## config.mk

```make
export PLATFORM = sky130hd
export DESIGN_NAME = serial_image_loader
export DESIGN_NICKNAME = d
export VERILOG_FILES = /design/src/rtl/serial_image_loader_pkg.sv /design/src/rtl/serial_image_loader_frame_timeout_counter.sv /design/src/rtl/serial_image_loader.sv
export SDC_FILE = /design/constraint.sdc
export NUM_CORES = 1
export LEC_CHECK = 0
export BUFFER_PORTS_ARGS = -buffer_cell sky130_fd_sc_hd__buf_4
export CAP_MARGIN = 20
export CORE_ASPECT_RATIO = 1.4
export CORE_MARGIN = 2
export CORE_UTILIZATION = 45
export CTS_BUF_LIST = sky130_fd_sc_hd__clkbuf_4
export DETAILED_ROUTE_END_ITERATION = 7
export GPL_ROUTABILITY_DRIVEN = 0
export PLACE_DENSITY = 0.75
export SLEW_MARGIN = 20
export SYNTH_ARGS = -nofsm -noshare
export SYNTH_HDL_FRONTEND = slang
export SYNTH_SLANG_ARGS = --single-unit
```

## constraint.sdc

```tcl
create_clock -name clk -period 4.2 [get_ports clk]
set_input_delay 0 -clock clk [delete_from_list [all_inputs] [get_ports clk]]
set_output_delay 0 -clock clk [all_outputs]
set_load 0.01 [all_outputs]
```

## src/rtl/serial_image_loader_pkg.sv

```systemverilog
// Shared constants for the serial image loader.
// Holds the framing bytes, the error codes reported on errCode, the FSM state
// encoding, and a small helper used to size shared buffers.
package serial_image_loader_pkg;

  localparam logic [7:0] SYNC_BYTE   = 8'hA5;
  localparam logic [7:0] CMD_IMAGE   = 8'h01;
  localparam logic [7:0] CMD_OPCODES = 8'h02;

  localparam logic [1:0] ERR_NONE    = 2'd0;
  localparam logic [1:0] ERR_CMD     = 2'd1;
  localparam logic [1:0] ERR_CHK     = 2'd2;
  localparam logic [1:0] ERR_TIMEOUT = 2'd3;

  localparam logic [1:0] ST_IDLE    = 2'd0;
  localparam logic [1:0] ST_CMD     = 2'd1;
  localparam logic [1:0] ST_PAYLOAD = 2'd2;
  localparam logic [1:0] ST_CHECK   = 2'd3;

  function automatic int max_int(input int a, input int b);
    return (a > b) ? a : b;
  endfunction

endpackage

```

## src/rtl/serial_image_loader_frame_timeout_counter.sv

```systemverilog
// Inter-byte idle timer for a framed serial link.
// Ports:
//   clk, rst  - clock, asynchronous active-low reset
//   clear     - restart the idle count (a byte arrived, or no frame is open)
//   enable    - count idle cycles while a frame is open
//   expired   - high during the TimeoutCycles-th consecutive idle cycle
// A clear in the same cycle as the would-be expiry suppresses it, so a late
// byte always wins over the timeout.
module frame_timeout_counter #(
  parameter int TimeoutCycles = 1000
) (
  input  logic clk,
  input  logic rst,
  input  logic clear,
  input  logic enable,
  output logic expired
);

  localparam int CW = $clog2(TimeoutCycles + 1);

  logic [CW-1:0] cnt;

  always_ff @(posedge clk or negedge rst) begin
    if (!rst)        cnt <= '0;
    else if (clear)  cnt <= '0;
    else if (enable) cnt <= cnt + CW'(1);
  end

  assign expired = enable && !clear && (cnt == CW'(TimeoutCycles - 1));

endmodule

```

## src/rtl/serial_image_loader.sv

```systemverilog
// Serial image/program loader for the morphologic processor.
// Frames: SYNC(0xA5) CMD payload CHK, CHK = XOR of CMD and payload.
// CMD 0x01 loads the image, CMD 0x02 loads the opcode program. Payload is
// collected in a shadow register and committed only on a matching checksum.
// Ports:
//   clk, rst          - clock, asynchronous active-low reset
//   rxData, rxValid   - received byte stream, one strobe per byte
//   image             - committed image, row 0 in the MSBs
//   opcodes           - committed program, first opcode in the MSBs
//   start             - one-cycle pulse after an image commit
//   busy              - a frame is in progress
//   errCode/errStrobe - last error and a pulse when a nonzero code is written
module serial_image_loader
  import serial_image_loader_pkg::*;
#(
  parameter int ImageWidth    = 8,
  parameter int ImageHeight   = 4,
  parameter int OpCount       = 2,
  parameter int TimeoutCycles = 1000
) (
  input  logic                              clk,
  input  logic                              rst,
  input  logic [7:0]                        rxData,
  input  logic                              rxValid,
  output logic [ImageWidth*ImageHeight-1:0] image,
  output logic [16*OpCount-1:0]             opcodes,
  output logic                              start,
  output logic                              busy,
  output logic [1:0]                        errCode,
  output logic                              errStrobe
);

  localparam int IMG_W = ImageWidth * ImageHeight;
  localparam int OP_W  = 16 * OpCount;
  localparam int IB    = IMG_W / 8;
  localparam int OB    = OP_W / 8;
  // One shadow serves both commands; payloads are byte-exact so the low
  // IMG_W / OP_W bits hold the full frame after the last payload byte.
  localparam int SH_W  = max_int(IMG_W, OP_W);
  localparam int CNT_W = $clog2(max_int(IB, OB) + 1);

  logic [1:0]       state;
  logic             is_img;
  logic [CNT_W-1:0] byte_cnt;
  logic [7:0]       xsum;
  logic [SH_W-1:0]  shadow;
  logic             expired;

  frame_timeout_counter #(
    .TimeoutCycles(TimeoutCycles)
  ) u_tmo (
    .clk    (clk),
    .rst    (rst),
    .clear  (rxValid || (state == ST_IDLE)),
    .enable (state != ST_IDLE),
    .expired(expired)
  );

  assign busy = (state != ST_IDLE);

  always_ff @(posedge clk or negedge rst) begin
    if (!rst) begin
      state     <= ST_IDLE;
      is_img    <= 1'b0;
      byte_cnt  <= '0;
      xsum      <= '0;
      shadow    <= '0;
      image     <= '0;
      opcodes   <= '0;
      start     <= 1'b0;
      errCode   <= ERR_NONE;
      errStrobe <= 1'b0;
    end else begin
      start     <= 1'b0;
      errStrobe <= 1'b0;
      // expired is already masked by rxValid, so a byte on the expiry cycle
      // is processed normally.
      if (expired) begin
        state     <= ST_IDLE;
        shadow    <= '0;
        errCode   <= ERR_TIMEOUT;
        errStrobe <= 1'b1;
      end else if (rxValid) begin
        case (state)
          ST_IDLE: begin
            if (rxData == SYNC_BYTE) state <= ST_CMD;
          end
          ST_CMD: begin
            if (rxData == CMD_IMAGE || rxData == CMD_OPCODES) begin
              is_img   <= (rxData == CMD_IMAGE);
              byte_cnt <= (rxData == CMD_IMAGE) ? CNT_W'(IB) : CNT_W'(OB);
              xsum     <= rxData;
              shadow   <= '0;
              state    <= ST_PAYLOAD;
            end else begin
              errCode   <= ERR_CMD;
              errStrobe <= 1'b1;
              state     <= ST_IDLE;
            end
          end
          ST_PAYLOAD: begin
            shadow   <= {shadow[SH_W-9:0], rxData};
            xsum     <= xsum ^ rxData;
            byte_cnt <= byte_cnt - CNT_W'(1);
            if (byte_cnt == CNT_W'(1)) state <= ST_CHECK;
          end
          ST_CHECK: begin
            if (rxData == xsum) begin
              if (is_img) begin
                image <= shadow[IMG_W-1:0];
                start <= 1'b1;
              end else begin
                opcodes <= shadow[OP_W-1:0];
              end
              errCode <= ERR_NONE;
            end else begin
              errCode   <= ERR_CHK;
              errStrobe <= 1'b1;
            end
            state <= ST_IDLE;
          end
          default: state <= ST_IDLE;
        endcase
      end
    end
  end

endmodule
```

==> flow_metrics.py <==
metrics = {
    "outcome": {
        "outcome": "complete, no violations",
    },
    "worst_setup_path": {
        "worst_path_max_delay_cell": "or4_2",
        "required_ns": 4.62,
        "worstPathArrival_ns": 3.33,
        "max_stage_delay_ns": 1.08,
        "crit_fanout": 32,
        "worstSetupPathType": "flop to flop",
        "crit_chain": "nand3_1, or4_1, or4_2, mux2_4",
        "critPathLaunchType": "flop",
        "cp-startpoint": "state[1]$_DFFE_PN0P_",
        "r2r_start": "state[1]$_DFFE_PN0P_",
        "cp-end-kind": "flop",
    },
    "synthesis": {
        "yosys.cell_count.top_type": "dfrtp_1",
        "synth.avg_cell_area_um2": 14.3,
        "syn_inst": 376,
        "synth_top_family_by_area": "multiplexers",
        "synth_top_area_cell": "dfrtp_1",
        "synth_edf_count": 0,
        "synthAdderAreaFrac_pct": 0.700,
        "ys.flop_type": "dfrtp_1",
        "async_flop_share_pct": 100,
        "syn_area_mm2": 0.00536,
        "synth-compound-area-share_pct": 8.75,
        "synth_cell_types": 42,
        "synth.area.top_cells": "dfrtp_1, mux2_4, a22o_1",
        "yosysSeqAreaShare_pct": 57.9,
        "synth_nets": 390,
        "ys_ff_latch": 124,
        "ys.warnings.count": 0,
        "yosys-top-cells-count": "dfrtp_1, mux2_4, a22o_1, nand2_1, nor2_1",
        "synth_simple_gate_area_share_pct": 8.35,
        "synth_mux_area_share_pct": 17.6,
        "yosysTopAreaCellShare_pct": 57.9,
        "synthXorXnorAreaFrac_pct": 2.78,
    },
    "detailed_routing": {
        "finalWirelength_um": 10800,
        "first_pass_iters": 6,
        "viasPerCell": 5.34,
        "remaining_drc_errors": 0,
        "via_count": 3351,
        "drt_iter0_markers": 183,
        "drt.antenna.violating_nets": 0,
        "post_drt_wl_per_cell_um": 17.2,
    },
    "floorplan": {
        "core_mm2": 0.0117,
        "io_pins": 80,
        "fp.dieW_um": 96.3,
        "initial_core_util_pct": 45.8,
        "floorplan.rows": 47,
        "dieArea_mm2": 0.0128,
        "die_h_um": 133,
    },
    "cts": {
        "clock_path_buffers": 2,
        "numCtsBuffers": 17,
        "cts_tree": "done",
        "clk_latency_ns": 0.54,
        "post_cts_resized": 0,
        "clockRootBuffer": "clkbuf_4",
        "clkSinkCount": 124,
        "path_clk_slew_ns": 0.13,
        "htree_levels": 4,
    },
    "global_routing": {
        "grt_pass1_wl_um": 17600,
        "grt_max_degree": 92,
        "antenna_found_initial": 0,
        "grt_pass1_vias": 3355,
        "grt_usage_pct": 17.9,
        "gr-total-overflow": 0,
    },
    "timing": {
        "worst_pin_slew_ns": 1.08,
        "skew_ns": 0.0217,
        "grt_setup_unrepaired": "false",
        "period_share_pct": 69.3,
        "fmax_ghz": 0.344,
        "tns_ns": 0,
        "setup_viol": 0,
        "slew_headroom_pct": 28.0,
        "maxSlewViolCount": 0,
        "hold_viol": 0,
        "min_period_ns": 2.91,
    },
    "job": {
        "maxCapViolations": 0,
    },
    "place": {
        "hpwl_um": 7270,
        "io_buffers": 79,
    },
    "power_and_ir_drop": {
        "p_leak_nw": 3.31,
        "total_power_w": 0.00208,
        "powerDensity_mw_per_mm2": 326,
        "ir_drop_mv": 0.171,
    },
    "finish": {
        "antennaDiodeCount": 0,
        "fin_nets": 481,
        "area_growth_pct": 18.8,
        "final_layout_size_suffix_gt1_share_pct": 39.0,
    },
    "worst_hold_path": {
        "min_path_type": "primary input to asynchronous set/reset pin",
    },
}
-- per-stage QoR --
step | instances | setup slack (ns) | util (%) | instance area (um^2) | hold WS (ns)
after floorplan | 376 | 2.07 | - | 5360 | -0.296
after global placement | 585 | 1.38 | 51.1 | 5980 | 0.264
after detailed placement | 585 | 1.31 | 51.1 | 5980 | 0.272
after CTS | 627 | 1.30 | 54.4 | 6360 | 0.218
after global routing | 627 | 1.09 | 54.4 | 6370 | 0.128
final | 627 | 1.29 | 54.4 | 6370 | 0.0897
-- where the power goes --
| group | switching [W] | total, W | internal (W) |
|---|---|---|---|
| clock | 0.000451 | 0.000810 | 0.000359 |
| combinational | 0.0000430 | 0.0000663 | 0.0000233 |
| sequential | 0.00000281 | 0.00120 | 0.00120 |
-- registers in the layout (all words and copies together) (netlist names) --
register   count
state          2
is_img         1
byte_cnt       3
errStrobe      1
errCode        2
u_tmo.cnt     10
opcodes       32
shadow        32
image         32
xsum           8
start          1
-- final timing paths --
kind | cells after the start | end | slack [ns]
max | 4 | image[8]$_DFFE_PN0P_ | 1.29
min | 2 | opcodes[21]$_DFFE_PN0P_ | 0.09
max reg2reg | 4 | image[8]$_DFFE_PN0P_ | 1.29
min reg2reg | 1 | u_tmo.cnt[0]$_DFFE_PN0P_ | 0.47
max in group asynchronous | 3 | opcodes[2]$_DFFE_PN0P_ | 3.16
min in group clk | 3 | xsum[3]$_DFFE_PN0P_ | 0.29
-- cell type report --
| type | instances | area (um^2) |
|---|---|---|
| inverter | 6 | 22.5 |
| tap | 147 | 184 |
| multi-input combinational | 226 | 2060 |
| clock inverter | 14 | 149 |
| clock buffer | 18 | 135 |
| fill | 945 | 5330 |
| timing repair buffer | 92 | 719 |
| sequential | 124 | 3100 |
-- layer usage --
layer	GRT usage [%]	share of wire (%)	up-vias	wire (um)
met3	4.58	4.6	19	500
met5	0	0	-	0
li1	-	-	1565	-
met1	24.0	44	1683	4770
met4	6.11	1.8	0	192
met2	28.1	49	84	5310
-- critical path: cells and delay by family, from the launching register on --
family / cells / cell delay (ns)
and+or+nand+nor: 3 / 1.75
muxes: 1 / 0.47
DFF: 1 / 0.57
-- logic make-up (layout without fill, tap and decap cells) --
group           Yosys count  count (layout)
buf+inv                  26             130
simple gates             83              83
flops                   124             124
xor+xnor                 17              17
fa+ha+maj                 3               3
mux                      64              64
compound gates           59              59
-- layout by cell type (no fill, tap or decap), types with 3 or more instances in the layout --
cell type	instances
o21ai_0	6
nand2_1	19
xnor2_1	12
or3_1	4
clkbuf_4	18
inv_1	6
nand2b_1	4
or4_1	4
clkinv_2	3
a32o_1	6
buf_4	81
xor2_1	5
nand3_1	8
ha_1	3
mux2_2	4
clkinvlp_4	4
nor4_1	5
dlygate4sd3_1	10
nor3_1	3
nor2_1	18
mux2_4	60
a22o_1	29
dfrtp_1	124
a21oi_1	4
clkinv_4	5
-- timing repair --
action,4_1_cts,5_1_grt
setup buffers,0,0
hold buffers,10,0
hold endpoints to repair,115,0
Power figures use the tool's default switching activity.
